`config.mk`:
```
export PLATFORM = sky130hd
export DESIGN_NAME = hazard_scoreboard
export DESIGN_NICKNAME = d
export VERILOG_FILES = /design/src/rtl/hazard_scoreboard_pkg.sv /design/src/rtl/hazard_port_match.sv /design/src/rtl/hazard_scoreboard.sv
export SDC_FILE = /design/constraint.sdc
export NUM_CORES = 1
export LEC_CHECK = 0
export CAP_MARGIN = 20
export CORE_MARGIN = 1
export CORE_UTILIZATION = 29
export DETAILED_ROUTE_END_ITERATION = 7
export GPL_ROUTABILITY_DRIVEN = 0
export GPL_TIMING_DRIVEN = 0
export HOLD_SLACK_MARGIN = 0.03
export PLACE_DENSITY = 0.49
export SLEW_MARGIN = 30
export SYNTH_ARGS = -nofsm -noshare
export SYNTH_HDL_FRONTEND = slang
export SYNTH_HIERARCHICAL = 1
export SYNTH_SLANG_ARGS = --single-unit
```
`constraint.sdc`:
```
create_clock -name clk -period 2.9 [get_ports clk]
set_input_delay 0.435 -clock clk [delete_from_list [all_inputs] [get_ports clk]]
set_output_delay 0.435 -clock clk [all_outputs]
set_load 0.01 [all_outputs]
```
`src/rtl/hazard_scoreboard_pkg.sv`:
```
// Shared definitions for the D-stage hazard scoreboard: forwarding encodings
// and default pipeline/datapath widths.
package hazard_scoreboard_pkg;

  localparam int unsigned DEF_NSTAGE = 3;
  localparam int unsigned DEF_NRD    = 2;
  localparam int unsigned DEF_AW     = 5;
  localparam int unsigned DEF_TW     = 2;
  localparam int unsigned DEF_SW     = 2;
  localparam int unsigned DEF_CW     = 32;

  // Forwarding source seen from D: GRF or the stage index holding the result
  typedef enum logic [1:0] {
    FWD_GRF = 2'd0,
    FWD_E   = 2'd1,
    FWD_M   = 2'd2,
    FWD_W   = 2'd3
  } fwd_sel_e;

endpackage

```
`src/rtl/hazard_port_match.sv`:
```
// Youngest-producer match for one D-stage read port: yields the port stall
// request and the forwarding select from the tracked stage contents.
module hazard_port_match
  import hazard_scoreboard_pkg::*;
#(
  parameter int unsigned NSTAGE = DEF_NSTAGE,
  parameter int unsigned AW     = DEF_AW,
  parameter int unsigned TW     = DEF_TW,
  parameter int unsigned SW     = DEF_SW
) (
  input  logic [AW-1:0]        rs,
  input  logic [TW-1:0]        tuse,
  input  logic [NSTAGE*AW-1:0] stage_a3,
  input  logic [NSTAGE*TW-1:0] stage_tnew,
  output logic                 p_stall_c,
  output logic [SW-1:0]        sel_c
);

  logic          hit;
  logic [TW-1:0] win_tnew;
  logic [SW-1:0] win_idx;

  // Scan from the youngest stage; the first hit shadows any older producer
  always_comb begin
    hit      = 1'b0;
    win_tnew = '0;
    win_idx  = SW'(FWD_GRF);
    for (int k = 0; k < int'(NSTAGE); k++) begin
      if (!hit && (rs != '0) && (stage_a3[k*AW +: AW] == rs)) begin
        hit      = 1'b1;
        win_tnew = stage_tnew[k*TW +: TW];
        win_idx  = SW'(k + 1);
      end
    end
    p_stall_c = hit && (win_tnew > tuse);
    sel_c     = (hit && (win_tnew == '0)) ? win_idx : SW'(FWD_GRF);
  end

endmodule

```
`src/rtl/hazard_scoreboard.sv`:
```
// Tnew/Tuse hazard scoreboard beside the D stage: tracks in-flight
// destinations, drives stall/forward selects and counts stalled cycles.
module hazard_scoreboard
  import hazard_scoreboard_pkg::*;
#(
  parameter int unsigned NSTAGE = DEF_NSTAGE,
  parameter int unsigned NRD    = DEF_NRD,
  parameter int unsigned AW     = DEF_AW,
  parameter int unsigned TW     = DEF_TW,
  parameter int unsigned SW     = DEF_SW,
  parameter int unsigned CW     = DEF_CW
) (
  input  logic              clk,
  input  logic              reset,
  input  logic              d_valid,
  input  logic [AW-1:0]     d_a3,
  input  logic [TW-1:0]     d_tnew,
  input  logic [NRD*AW-1:0] d_rs,
  input  logic [NRD*TW-1:0] d_tuse,
  input  logic              d_mdu_use,
  input  logic              e_mdu_start,
  input  logic              mdu_busy,
  input  logic              flush,
  output logic              stall,
  output logic [NRD*SW-1:0] fwd_sel,
  output logic [CW-1:0]     stall_cnt
);

  logic [AW-1:0]        a3_q   [NSTAGE];
  logic [TW-1:0]        tnew_q [NSTAGE];
  logic [NSTAGE*AW-1:0] a3_flat;
  logic [NSTAGE*TW-1:0] tnew_flat;
  logic [NRD-1:0]       p_stall;
  logic                 mdu_stall;

  function automatic logic [TW-1:0] sat_dec(input logic [TW-1:0] t);
    return (t == '0) ? '0 : t - TW'(1);
  endfunction

  for (genvar k = 0; k < NSTAGE; k++) begin : g_flat
    assign a3_flat[k*AW +: AW]   = a3_q[k];
    assign tnew_flat[k*TW +: TW] = tnew_q[k];
  end

  for (genvar i = 0; i < NRD; i++) begin : g_port
    hazard_port_match #(
      .NSTAGE (NSTAGE),
      .AW     (AW),
      .TW     (TW),
      .SW     (SW)
    ) u_match (
      .rs         (d_rs[i*AW +: AW]),
      .tuse       (d_tuse[i*TW +: TW]),
      .stage_a3   (a3_flat),
      .stage_tnew (tnew_flat),
      .p_stall_c  (p_stall[i]),
      .sel_c      (fwd_sel[i*SW +: SW])
    );
  end

  assign mdu_stall = d_valid && d_mdu_use && (mdu_busy || e_mdu_start);
  assign stall     = d_valid && ((|p_stall) || mdu_stall);

  // Stage shift with Tnew aging; a stalled D injects a bubble into E
  always_ff @(posedge clk) begin
    if (!reset) begin
      for (int k = 0; k < int'(NSTAGE); k++) begin
        a3_q[k]   <= '0;
        tnew_q[k] <= '0;
      end
      stall_cnt <= '0;
    end else begin
      if (stall) begin
        stall_cnt <= stall_cnt + CW'(1);
      end
      if (flush) begin
        for (int k = 0; k < int'(NSTAGE); k++) begin
          a3_q[k]   <= '0;
          tnew_q[k] <= '0;
        end
      end else begin
        for (int k = 1; k < int'(NSTAGE); k++) begin
          a3_q[k]   <= a3_q[k-1];
          tnew_q[k] <= sat_dec(tnew_q[k-1]);
        end
        if (stall || !d_valid) begin
          a3_q[0]   <= '0;
          tnew_q[0] <= '0;
        end else begin
          a3_q[0]   <= d_a3;
          tnew_q[0] <= d_tnew;
        end
      end
    end
  end

endmodule

```
Yosys cells after proc, flatten, opt, wreduce, memory -nomap -nowiden:

Memories as Yosys holds them, arrays and structs flattened.
Cells that the tools add are included.
W data, S select, Z words.

* register bits: 32
* memory bits (writable): 21
* input bits: 28
* output and inout bits: 37
* word-level logic and storage cells: 111
* memories: 2

* add/subtract/negate cells: 3
* order comparisons: 2
* eq/ne operators: 6
* mux-type cells: 51
* bitwise logic cells: 14
* reduce and logical (&&, ||, !) cells: 32

Memories
* a3_q: depth 3, width 5, rd ports 3, clocked after Yosys merged registers in 0, wr ports 3, RTL line hazard_scoreboard.sv:29 `logic [AW-1:0] a3_q [NSTAGE];`
* tnew_q: depth 3, width 2, rd ports 3, clocked after Yosys merged registers in 0, wr ports 3, RTL line hazard_scoreboard.sv:30 `logic [TW-1:0] tnew_q [NSTAGE];`

Operators with widths (count)
* $mux W2: 21
* $mux W5: 7
* $add A32 B1 Y32 const B: 1
* $eq A5 B5 Y1: 6
* $mux W1: 23
* $logic_and A1 B1 Y1: 17
* $or A1 B1 Y1: 14
* $reduce_bool A5 Y1: 2
* $logic_not A2 Y1: 4
* $logic_not A1 Y1: 5
* $gt A2 B2 Y1: 2
* $sub A2 B1 Y2 const B: 2
* $logic_or A1 B1 Y1: 3
* $reduce_or A2 Y1: 1

Depth between registers and ports, before layout:

An unclocked memory read counts as a cell.

* depth after elaboration: 24
* depth in mapped cells: 17
* depth with buffers taken out: 14

Modules after synthesis:

Netlist, hierarchy kept.

Modules (own cells, without submodules)
* hazard_scoreboard: instances 1, cells each 250, area an instance 2521.2 µm², seq. area each 1271.2 µm²
* hazard_port_match: instances 2, cells each 47, area an instance 347.8 µm², seq. area each 0.0 µm²

Worst setup path before layout:

No wires, ideal clock.

* kind: input to register
* from: input port d_rs[9]
* to: register stall_cnt[2]
* setup time: 0.128 ns
* arrival time: 2.994 ns
* required time: 2.772 ns
* setup slack: -0.221 ns
* stages on the path: 16
* buffers on the path: 3
* cells stage by stage: xnor2_1 > nand3_1 > nor3_4 > a31oi_1 > a22oi_1 > ha_1 > a21oi_1 > a21oi_1 > o311a_1 > or2_2 > buf_2 > o211ai_1 > buf_2 > buf_2 > xor2_1 > nor2_1

* longest elaborated chain between the ends: 16
* elaborated cells between the ends (all ways): 22
* classes of those cells: order compare (1); eq/ne (3); mux (6); reduce/logical (12)

Ends and longest elaborated chain
* start, declared: RTL line hazard_scoreboard.sv:18 `input logic [NRD*AW-1:0] d_rs,`
* $eq A5 B5 Y1 or $reduce_bool A5 Y1 (tied branches): RTL line hazard_port_match.sv:29 `if (!hit && (rs != '0) && (stage_a3[k*AW +: AW] == rs)) begin`
* $logic_and A1 B1 Y1: RTL line hazard_port_match.sv:29
* $mux W1: RTL line hazard_port_match.sv:29
* $logic_not A1 Y1: RTL line hazard_port_match.sv:29
* $logic_and A1 B1 Y1 (2 in a row): RTL line hazard_port_match.sv:29
* $mux W1: RTL line hazard_port_match.sv:29
* $logic_not A1 Y1: RTL line hazard_port_match.sv:29
* $logic_and A1 B1 Y1 (2 in a row): RTL line hazard_port_match.sv:29
* $mux W2: RTL line hazard_port_match.sv:29
* $gt A2 B2 Y1: RTL line hazard_port_match.sv:35 `p_stall_c = hit && (win_tnew > tuse);`
* $logic_and A1 B1 Y1 *: RTL line hazard_port_match.sv:35
* named net p_stall[1]: RTL line hazard_scoreboard.sv:33 `logic [NRD-1:0] p_stall;`
* $reduce_or A2 Y1 *: RTL line hazard_scoreboard.sv:62 `assign stall = d_valid && ((|p_stall) || mdu_stall);`
* $logic_or A1 B1 Y1 *: RTL line hazard_scoreboard.sv:62
* $logic_and A1 B1 Y1 *: RTL line hazard_scoreboard.sv:62
* end signal, assigned: RTL line hazard_scoreboard.sv:74 `stall_cnt <= stall_cnt + CW'(1);`
* end, declared: RTL line hazard_scoreboard.sv:26 `output logic [CW-1:0] stall_cnt`

The timed path passes the listed nets; every way through them passes the cells marked *.
A chain may end at the register's enable or synchronous reset.

==> out/results.tsv <==
metric	value	unit
ys_seq_elements	53	
synthArstFlopShare	0	%
hold_buffers	0	
drv_slew	0	
synthAdderAreaFrac	2.72	%
ios	65	
synth_largest_area_cell	dfxtp_1	
diodes	0	
clk_pin_slew	100	ps
powerDensity	310	mW/mm^2
synth-xor-area-share	9.26	%
cts_buffers	5	
wire_per_inst	15.1	um
fmax	293	MHz
placementRows	38	
h-tree-depth	2	
dpl.hpwl	6490	um
worst_slew_pin_slew	633	ps
track_usage	15.6	%
cts_tree	built	
setup_tns	-11790	ps
grt_pass1_wl	14200	um
synth_top_family_by_area	simple AND/OR/NAND/NOR gates	
die_y	107	um
synth-simple-area-share	27.8	%
syn_to_final_growth	44.0	%
avgSynthCellArea	9.35	um^2
insertion_delay	310	ps
grt_pass1_vias	2879	
rsz0062_at_grt	yes	
post-route-period-util	118	%
crit_path_start_kind	register	
num_vias	3055	
hp-class	register to register	
min_period	3410	ps
antenna_found_initial	0	
crit_path_end_kind	output port	
numClockSinks	53	
worst_slack	-509	ps
cp.arrival	2970	ps
max-vdd-ir-drop	0.156	mV
drive_gt1_share	18.1	%
netlist_top_cells_area	dfxtp_1, edfxtp_1, xnor2_1	
synth.distinct_cells	49	
path_class	register to output port	
synth_warnings	6	
holdWs	506	ps
skew	13.0	ps
port_buffers	64	
ant_nets	0	
globalRouteOverflowTotal	0	
relSlewSlack	57.8	%
maxCapViolCount	0	
synthCells	344	
synth.area.mux_share	0.622	%
coreArea	0.0108	mm^2
crit_fanout	6	
drcViolationCount	0	
grt_max_degree	16	
cp_data_required_time	2470	ps
final_hold_viol_count	0	
clk_path_buf_depth	2	
via_per_inst	5.10	
failed_checks	setup timing	
fin_util	42.7	%
setup-violations-final	40	
yosysSeqAreaShare	39.5	%
wirelength	9050	um
outcome	finished with violations	
cts_root_buf	clkbuf_8	
num-nets-final	493	
ys.flop_type	dfxtp_1	
final_cell_mix	clkdlybuf4s50_1, dfxtp_1, edfxtp_1, conb_1, nand2_1	
p_leak	1.62	nW
synth_edf_count	21	
dr.pass1.iters	4	
synth-compound-area-share	16.3	%
start_util	29.7	%
drtIter0Drc	128	
synth_top_area_share	19.9	%
p_total	1.44	mW
dieArea	0.0115	mm^2
mostFrequentLayoutCell	clkdlybuf4s50_1	
netlist_area	0.00322	mm^2
die_w	107	um
## kinds of logic (layout without fill, tap and decap cells)
logic type      after synthesis  after routing
mux                           2              2
other cells                   1             21
fa+ha+maj                     7              7
simple gates                140            140
flops                        53             53
compound gates               78             78
xor+xnor                     34             34
buf+inv                      29            124
## stage by stage
stage	setup slack [ps]	cells	instance area [um^2]
finish	-509	599	4630
global route	-645	599	4630
CTS	-459	598	4520
detailed placement	-1350	568	4130
global placement	-1330	568	4130
floorplan	7.59	364	3310
## per-layer routing
metal	GRT usage (%)	share of wire [%]
met1	19.9	46
met2	27.5	49
met3	2.48	4.1
met4	3.72	0.75
met5	0	0
## timing repair
| action | in CTS | in global routing |
|---|---|---|
| setup buffers | 20 | 6 |
| gates resized for setup | 44 | 30 |
| pin swaps | 26 | 43 |
| setup endpoints to repair | 41 | 41 |
| cloned | 3 | 0 |
## registers in the layout, indices dropped and copies added (netlist names)
name and cells:
stall_cnt 32, a3_q 15, tnew_q 6
## critical path, stage by stage, from the launching register on
cell,delay [ps]
edfxtp_1,450
xnor2_1,210
nand3_1,140
nor3_4,250
nand4b_1,150
a22oi_2,240
ha_1,290
a21oi_2,160
a21oi_2,40
o311a_1,130
or2_4,280
o21ai_4,150
inv_2,60
buf_6,110
## cells in the mapped netlist, types with 4 or more instances
cell type and instances:
o31a_1 4, inv_1 15, o21a_1 5, nand4_1 8, nor4_1 5, a31oi_1 4
and4_1 5, clkbuf_1 5, o31ai_1 14, nor3_1 8, or4b_1 4, nand3_1 19
dfxtp_1 32, nand2_1 20, nand2b_1 4, and2_1 18, or4_1 13, o41ai_1 5
xor2_1 16, nor2_1 14, ha_1 7, edfxtp_1 21, xnor2_1 18, buf_2 7
a21oi_1 26, o211ai_1 5, nand4b_1 6, o21ai_0 5, nor3_4 4
## worst paths after layout
path	startpoint	to	slack [ps]	cells past startpoint
worst min register to register	stall_cnt[17]	stall_cnt[17]	510	2
worst max-delay path	a3_q[0][13]	stall	-510	13
worst min-delay path	stall_cnt[17]	stall_cnt[17]	510	2
worst max register to register	a3_q[0][13]	stall_cnt[8]	-400	14
## final cells by class
| cell class | instances | area (um^2) |
|---|---|---|
| fill | 1094 | 6210 |
| timing repair buffer | 88 | 847 |
| clock inverter | 1 | 7.51 |
| buffer | 13 | 71.3 |
| inverter | 15 | 56.3 |
| tap | 140 | 175 |
| sequential | 53 | 1270 |
| clock buffer | 7 | 76.3 |
| multi-input combinational | 282 | 2130 |
## power by group
group	switching (mW)	total [mW]	internal, mW
Sequential	0.0207	0.813	0.792
Clock	0.247	0.419	0.172
Combinational	0.105	0.207	0.102
Total	0.373	1.44	1.07
No activity file was read; power rests on OpenSTA's default activity.
